`config.mk`:
```
export PLATFORM = sky130hd
export DESIGN_NAME = clb_cfg_loader
export DESIGN_NICKNAME = d
export VERILOG_FILES = /design/src/rtl/clb_cfg_loader.sv
export SDC_FILE = /design/constraint.sdc
export NUM_CORES = 1
export LEC_CHECK = 0
export ABC_AREA = 1
export CAP_MARGIN = 30
export CORE_AREA = 2 2 65 113
export DETAILED_ROUTE_END_ITERATION = 10
export DIE_AREA = 0 0 67 115
export HOLD_SLACK_MARGIN = 0.12
export PLACE_DENSITY_LB_ADDON = 0.08
export SYNTH_ARGS = -nofsm -noshare
export SYNTH_HDL_FRONTEND = slang
export SYNTH_SLANG_ARGS = --single-unit
export TNS_END_PERCENT = 5
```
`constraint.sdc`:
```
create_clock -name clk -period 1.65 [get_ports clk]
set_clock_uncertainty 0.1 [all_clocks]
set_input_delay 0.165 -clock clk [delete_from_list [all_inputs] [get_ports clk]]
set_output_delay 0.165 -clock clk [all_outputs]
set_load 0.05 [all_outputs]
```
`src/rtl/clb_cfg_loader.sv`:
```
`default_nettype none
// ============================================================================
// Module      : clb_cfg_loader
// Description : Serial configuration loader for the CLB array. It hunts for
//               a sync byte, then takes one CFG_W-bit word plus an even-parity
//               bit for each CLB in turn. Every good word is written to its
//               CLB through the shared config bus and a one-hot write enable.
// Revision    : 1.0 - initial release
// ============================================================================
module clb_cfg_loader #(
    parameter int           N_CLB    = 16,
    parameter int           CFG_W    = 23,
    parameter logic [7:0]   SYNC_PAT = 8'hA5,
    localparam int          IDX_W    = (N_CLB > 1) ? $clog2(N_CLB) : 1
) (
    input  logic             clk,
    input  logic             rst,
    input  logic             start,
    input  logic             ser_valid,
    input  logic             ser_data,
    output logic             ser_ready,
    output logic [CFG_W-1:0] clb_bits,
    output logic [N_CLB-1:0] clb_wr_en,
    output logic             busy,
    output logic             done,
    output logic             err,
    output logic [IDX_W-1:0] err_idx
);

    localparam int BC_W = $clog2(CFG_W + 1);

    localparam logic [2:0] c_IDLE  = 3'd0;
    localparam logic [2:0] c_SYNC  = 3'd1;
    localparam logic [2:0] c_WORD  = 3'd2;
    localparam logic [2:0] c_PAR   = 3'd3;
    localparam logic [2:0] c_WRITE = 3'd4;
    localparam logic [2:0] c_DONE  = 3'd5;
    localparam logic [2:0] c_ERR   = 3'd6;

    localparam logic [IDX_W-1:0] c_LAST_IDX = IDX_W'(N_CLB - 1);
    localparam logic [BC_W-1:0]  c_LAST_BIT = BC_W'(CFG_W - 1);

    logic [2:0]       r_state;
    logic [IDX_W-1:0] r_idx;
    logic [IDX_W-1:0] r_err_idx;
    logic [BC_W-1:0]  r_bitcnt;
    logic [7:0]       r_window;
    logic [CFG_W-1:0] r_shift;

    logic             w_accept;
    logic [7:0]       w_window_nxt;

    // A bit is consumed only when the host offers one and we are listening.
    assign w_accept     = ser_valid && ser_ready;
    assign w_window_nxt = {r_window[6:0], ser_data};

    // Status and bus outputs are pure decodes of registered state.
    assign ser_ready = (r_state == c_SYNC) || (r_state == c_WORD) || (r_state == c_PAR);
    assign busy      = ser_ready || (r_state == c_WRITE);
    assign done      = (r_state == c_DONE);
    assign err       = (r_state == c_ERR);
    assign err_idx   = r_err_idx;
    assign clb_bits  = r_shift;
    assign clb_wr_en = (r_state == c_WRITE) ? (N_CLB'(1) << r_idx) : '0;

    // Frame sequencer: sync hunt, word/parity capture, per-CLB write.
    always_ff @(posedge clk or posedge rst) begin
        if (rst) begin
            r_state   <= c_IDLE;
            r_idx     <= '0;
            r_err_idx <= '0;
            r_bitcnt  <= '0;
            r_window  <= '0;
            r_shift   <= '0;
        end else begin
            case (r_state)
                c_IDLE, c_DONE, c_ERR: begin
                    if (start) begin
                        r_state  <= c_SYNC;
                        r_idx    <= '0;
                        r_bitcnt <= '0;
                        r_window <= '0;
                    end
                end
                c_SYNC: begin
                    if (w_accept) begin
                        r_window <= w_window_nxt;
                        // Match includes the bit arriving this cycle.
                        if (w_window_nxt == SYNC_PAT) begin
                            r_state  <= c_WORD;
                            r_bitcnt <= '0;
                        end
                    end
                end
                c_WORD: begin
                    if (w_accept) begin
                        r_shift <= {r_shift[CFG_W-2:0], ser_data};
                        if (r_bitcnt == c_LAST_BIT) begin
                            r_bitcnt <= '0;
                            r_state  <= c_PAR;
                        end else begin
                            r_bitcnt <= r_bitcnt + 1'b1;
                        end
                    end
                end
                c_PAR: begin
                    if (w_accept) begin
                        // Even parity over word plus parity bit.
                        if ((^r_shift) ^ ser_data) begin
                            r_state   <= c_ERR;
                            r_err_idx <= r_idx;
                        end else begin
                            r_state <= c_WRITE;
                        end
                    end
                end
                c_WRITE: begin
                    // Words follow back to back with no further sync byte.
                    if (r_idx == c_LAST_IDX) begin
                        r_state <= c_DONE;
                    end else begin
                        r_idx   <= r_idx + 1'b1;
                        r_state <= c_WORD;
                    end
                end
                default: r_state <= c_IDLE;
            endcase
        end
    end

endmodule
`default_nettype wire

```
# == Word level (Yosys, flattened, before mapping) ==
# Index checks and enable logic that the tools add are counted.
# word_totals
ff_bits,46
out_inout_bits,47
# classes
eq_ne,16
n_reduce_logical,16
n_addsub,2
mux,22
bitwise,1
shifts,1
# op_table
operator,n
two-way mux 5 bit,5
parity 23 bit,1
two-way mux 3 bit,7
two-way mux 16 bit,1
"left shift 1 x 4 -> 16 bit, first input constant",1
one-hot mux 3 bit (5 select lines),1
one-hot mux 5 bit (3 select lines),1
two-way mux 7 bit,2
one-hot mux 7 bit (2 select lines),1
"inequality test 2 bit, second input constant",5
"== test 3 bit, second input constant",3
AND reduction 3 bit,3
"== test 8 bit, second input constant",1
two-way mux 4 bit,2
one-hot mux 4 bit (2 select lines),1
"== test 3 x 2 -> 1 bit, second input constant",2
AND reduction 6 bit,1
"adder 5 x 1 -> 5 bit, second input constant",1
"== test 5 bit, second input constant",1
AND reduction 5 bit,1
"adder 4 x 1 -> 4 bit, second input constant",1
"== test 4 bit, second input constant",1
"inequality test 2 x 1 -> 1 bit, second input constant",2
nonzero test 2 bit,2
other kinds (9),11

# == Longest topological paths before layout ==
# depth
word_depth,6
ltp_mapped,15
depth_no_buf,15

# == Least setup slack after synthesis ==
# No wires, ideal clock.
# synth_timing
path_kind,reg-to-output
from,register r_state[1]
to,output clb_wr_en[0]
stages_incl_launch_ff,6
slack_ps,-434
arrival_ps,1819
required_time_ps,1385
path_cell_list,dfrtp_1 -> nor2_2 -> nand2_1 -> or2_2 -> clkbuf_1 -> nor2_1
# synth_via
elab_chain_cells,2
# synth_rtl
element,line,rtl
"start, declared",43,logic [2:0] r_state;
"start signal, assigned",69,r_state <= c_IDLE;
"start signal, assigned",79,r_state <= c_SYNC;
"start signal, assigned",90,r_state <= c_WORD;
== test 3 bit,64,assign clb_wr_en = (r_state == c_WRITE) ? (N_CLB'(1) << r_idx) : '0;
two-way mux 16 bit,64,
"end, declared",23,"output logic [N_CLB-1:0] clb_wr_en,"
# No other way between the ends.

# == Worst setup path in the final report ==
# layout_timing
from,register r_state[1]
to,output clb_wr_en[6]
# Same word-level chain as after synthesis.

==> run metrics <==
Max VDD drop 0.00147 V; max-slew violations 0; CTS Sinks 46; most common cell after layout, fill and taps aside nand2_1; Power Density 2240 mW/mm^2; kind of critical path flip-flop to output pin; Final Setup Violations 36; synthesized net count 428; Max Cap Viol 0; port buffer count 51; post-DP HPWL 5.51 mm; DP Area 0.00413 mm^2; class of the worst hold path input port to asynchronous set/reset pin; CTS clk-pin slew, worst paths 0.07 ns; Leak 2.25 nW; placed cells 583; failing checks setup timing; post-layout min period 1.81 ns; post-synthesis sequential area ratio 38.5%; Routed WL 7.47 mm; CORE AREA 0.00681 mm^2; largest net degree at the start of global routing 47; syn avg cell area 7.21 um^2; wire per inst 12.3 um; fillers 601; CP Launch Type flip-flop; IO Count 52; yosys warns 0; fin cells 605; H-tree depth 2; largest family of logic cells by synthesized area simple AND/OR/NAND/NOR gates; Crit path required time 1.38 ns; first-pass GRT wire length 13.0 mm; Root Buffer clkbuf_16; Syn Inst Count 415; antenna fix cells 0; post-synthesis xor/xnor area fraction 1.76%; number of global-route vias before repair 3061; Antenna Nets Post-Route 0; GRT overflow 0; Area growth syn-to-layout 55.9%; slew at the pin closest to its max-slew limit 0.353 ns; RR Startpoint r_state[1]; Post-Synthesis Cell Area 0.00299 mm^2; final worst-path cycle share 110%; fin worst setup slack -0.159 ns; TritonRoute pass-1 iters 6; final hold slack 0.140 ns; GRT Total Usage 21.5%; Achievable Freq 553 MHz; crit path launch r_state[1]; initial antenna violation count 0; final instance area 0.00466 mm^2; adder-cell area share of the yosys netlist 3.35%; die width 67 um; Via Count 2966; RSZ-0062 raised after global routing yes; FP Rows 40; initial core utilization 43.9%; Yosys cell types 34; post-synthesis simple-gate area fraction 36.1%; CTS buffer count 5; proportion of layout cells with a drive suffix above 1 44.5%; die height 115 um; Fin. Hold Viols 0; Clk Latency, worst-skew pair 0.29 ns; Die Footprint 0.00771 mm^2; status complete, but fails checks; most frequent cells in the layout nand2_1 (115), buf_4 (73), inv_1 (42); routability cong. 0.818; Worst Path Arrival 1.54 ns; post-synthesis compound-gate area fraction 10.1%; Crit. End Element output pin; synthesized flop and latch total 46; pre-CTS setup slack -0.382 ns; final net count 533; crit path max fanout 8; clk buf depth 2; post-synthesis mux area share 0%; DRC viols 0; initial detailed-routing violation count 81; setup TNS -3.17 ns; CTS tree done; Max-slew headroom 76.3%; vias per cell 4.90
==> layer usage <==
metal  wire length, um  share of wire, %  GRT usage, %
met1              2760                37          22.3
met2              4380                59          41.3
met3               232               3.1          4.11
met4               106               1.4          6.94
met5                 0                 0             0
==> power by group <==
part	switching [mW]	internal, mW
clock network	0.424	0.909
logic	4.34	2.84
registers	0.416	1.50
total	5.18	5.25
==> area by class of cell <==
cell class / count / area (um^2) / share of cell area (%)
flip-flops and latches: 46 / 1170 / 25.0
repair buffers: 106 / 1140 / 24.5
well taps: 84 / 105 / 2.25
inverters: 63 / 249 / 5.34
clock buffers: 6 / 139 / 2.98
clock inverters: 2 / 60.1 / 1.29
multi-input cells: 298 / 1800 / 38.7
==> Yosys cell counts, drive strengths merged <==
cell	number	area [um^2]
a21oi	11	66.3
o31ai	1	7.51
o21a	1	15.0
inv	63	244
nor3	3	20.0
xnor2	3	26.3
o21ai	35	201
nand3b	1	7.51
nor4	1	21.3
o22ai	2	12.5
clkbuf	5	18.8
nor2	48	241
xor2	3	26.3
dfrtp	46	1150
nand4	9	56.3
or2	2	12.5
ha	8	100
nand2	143	544
nand3	27	175
buf	3	42.5
==> final timing paths <==
| check | end | slack [ns] | depth (start not counted) |
|---|---|---|---|
| worst max-delay path | clb_wr_en[6] | -0.16 | 5 |
| worst min-delay path | clb_bits[0] | 0.14 | 3 |
| worst max register to register | r_bitcnt[4] | -0.12 | 12 |
| worst min register to register | err_idx[1] | 0.40 | 2 |
| max in group asynchronous | clb_bits[13] | 1.07 | 3 |
| min in group clk | r_window[0] | 0.23 | 3 |
==> worst max-delay path: stages, from the launching register on <==
cell     delay [ns]
dfrtp_1        0.43
nor2_2         0.13
nand2_2        0.09
or2_4          0.33
nor2_4         0.13
buf_12         0.14
==> cell families after synthesis <==
logic type | count (synthesis)
xor gates and xnor gates | 6
AOI/OAI and AO/OA | 50
adders and majority gates | 8
and+or+nand+nor | 234
DFF | 46
buffers and inverters | 71
==> through the flow <==
stage	util, %	total power [mW]
2_1_floorplan	-	6.11
3_3_place_gp	60.7	8.06
3_5_place_dp	60.7	8.19
4_1_cts	64.8	9.75
5_1_grt	68.5	11.2
6_report	68.5	10.4
==> sequential cells by signal, indices dropped and copies added (netlist names) <==
signal,count
err_idx,4
r_state,3
r_idx,4
clb_bits,23
r_window,7
r_bitcnt,5
==> repair_timing <==
action                                  CTS  global route
buffers inserted                          2            12
pin swaps                                 4            33
endpoints found under the setup margin   37            51
hold buffers                              0             0
gates resized for setup                  29            62
Power figures use the tool's default switching activity.
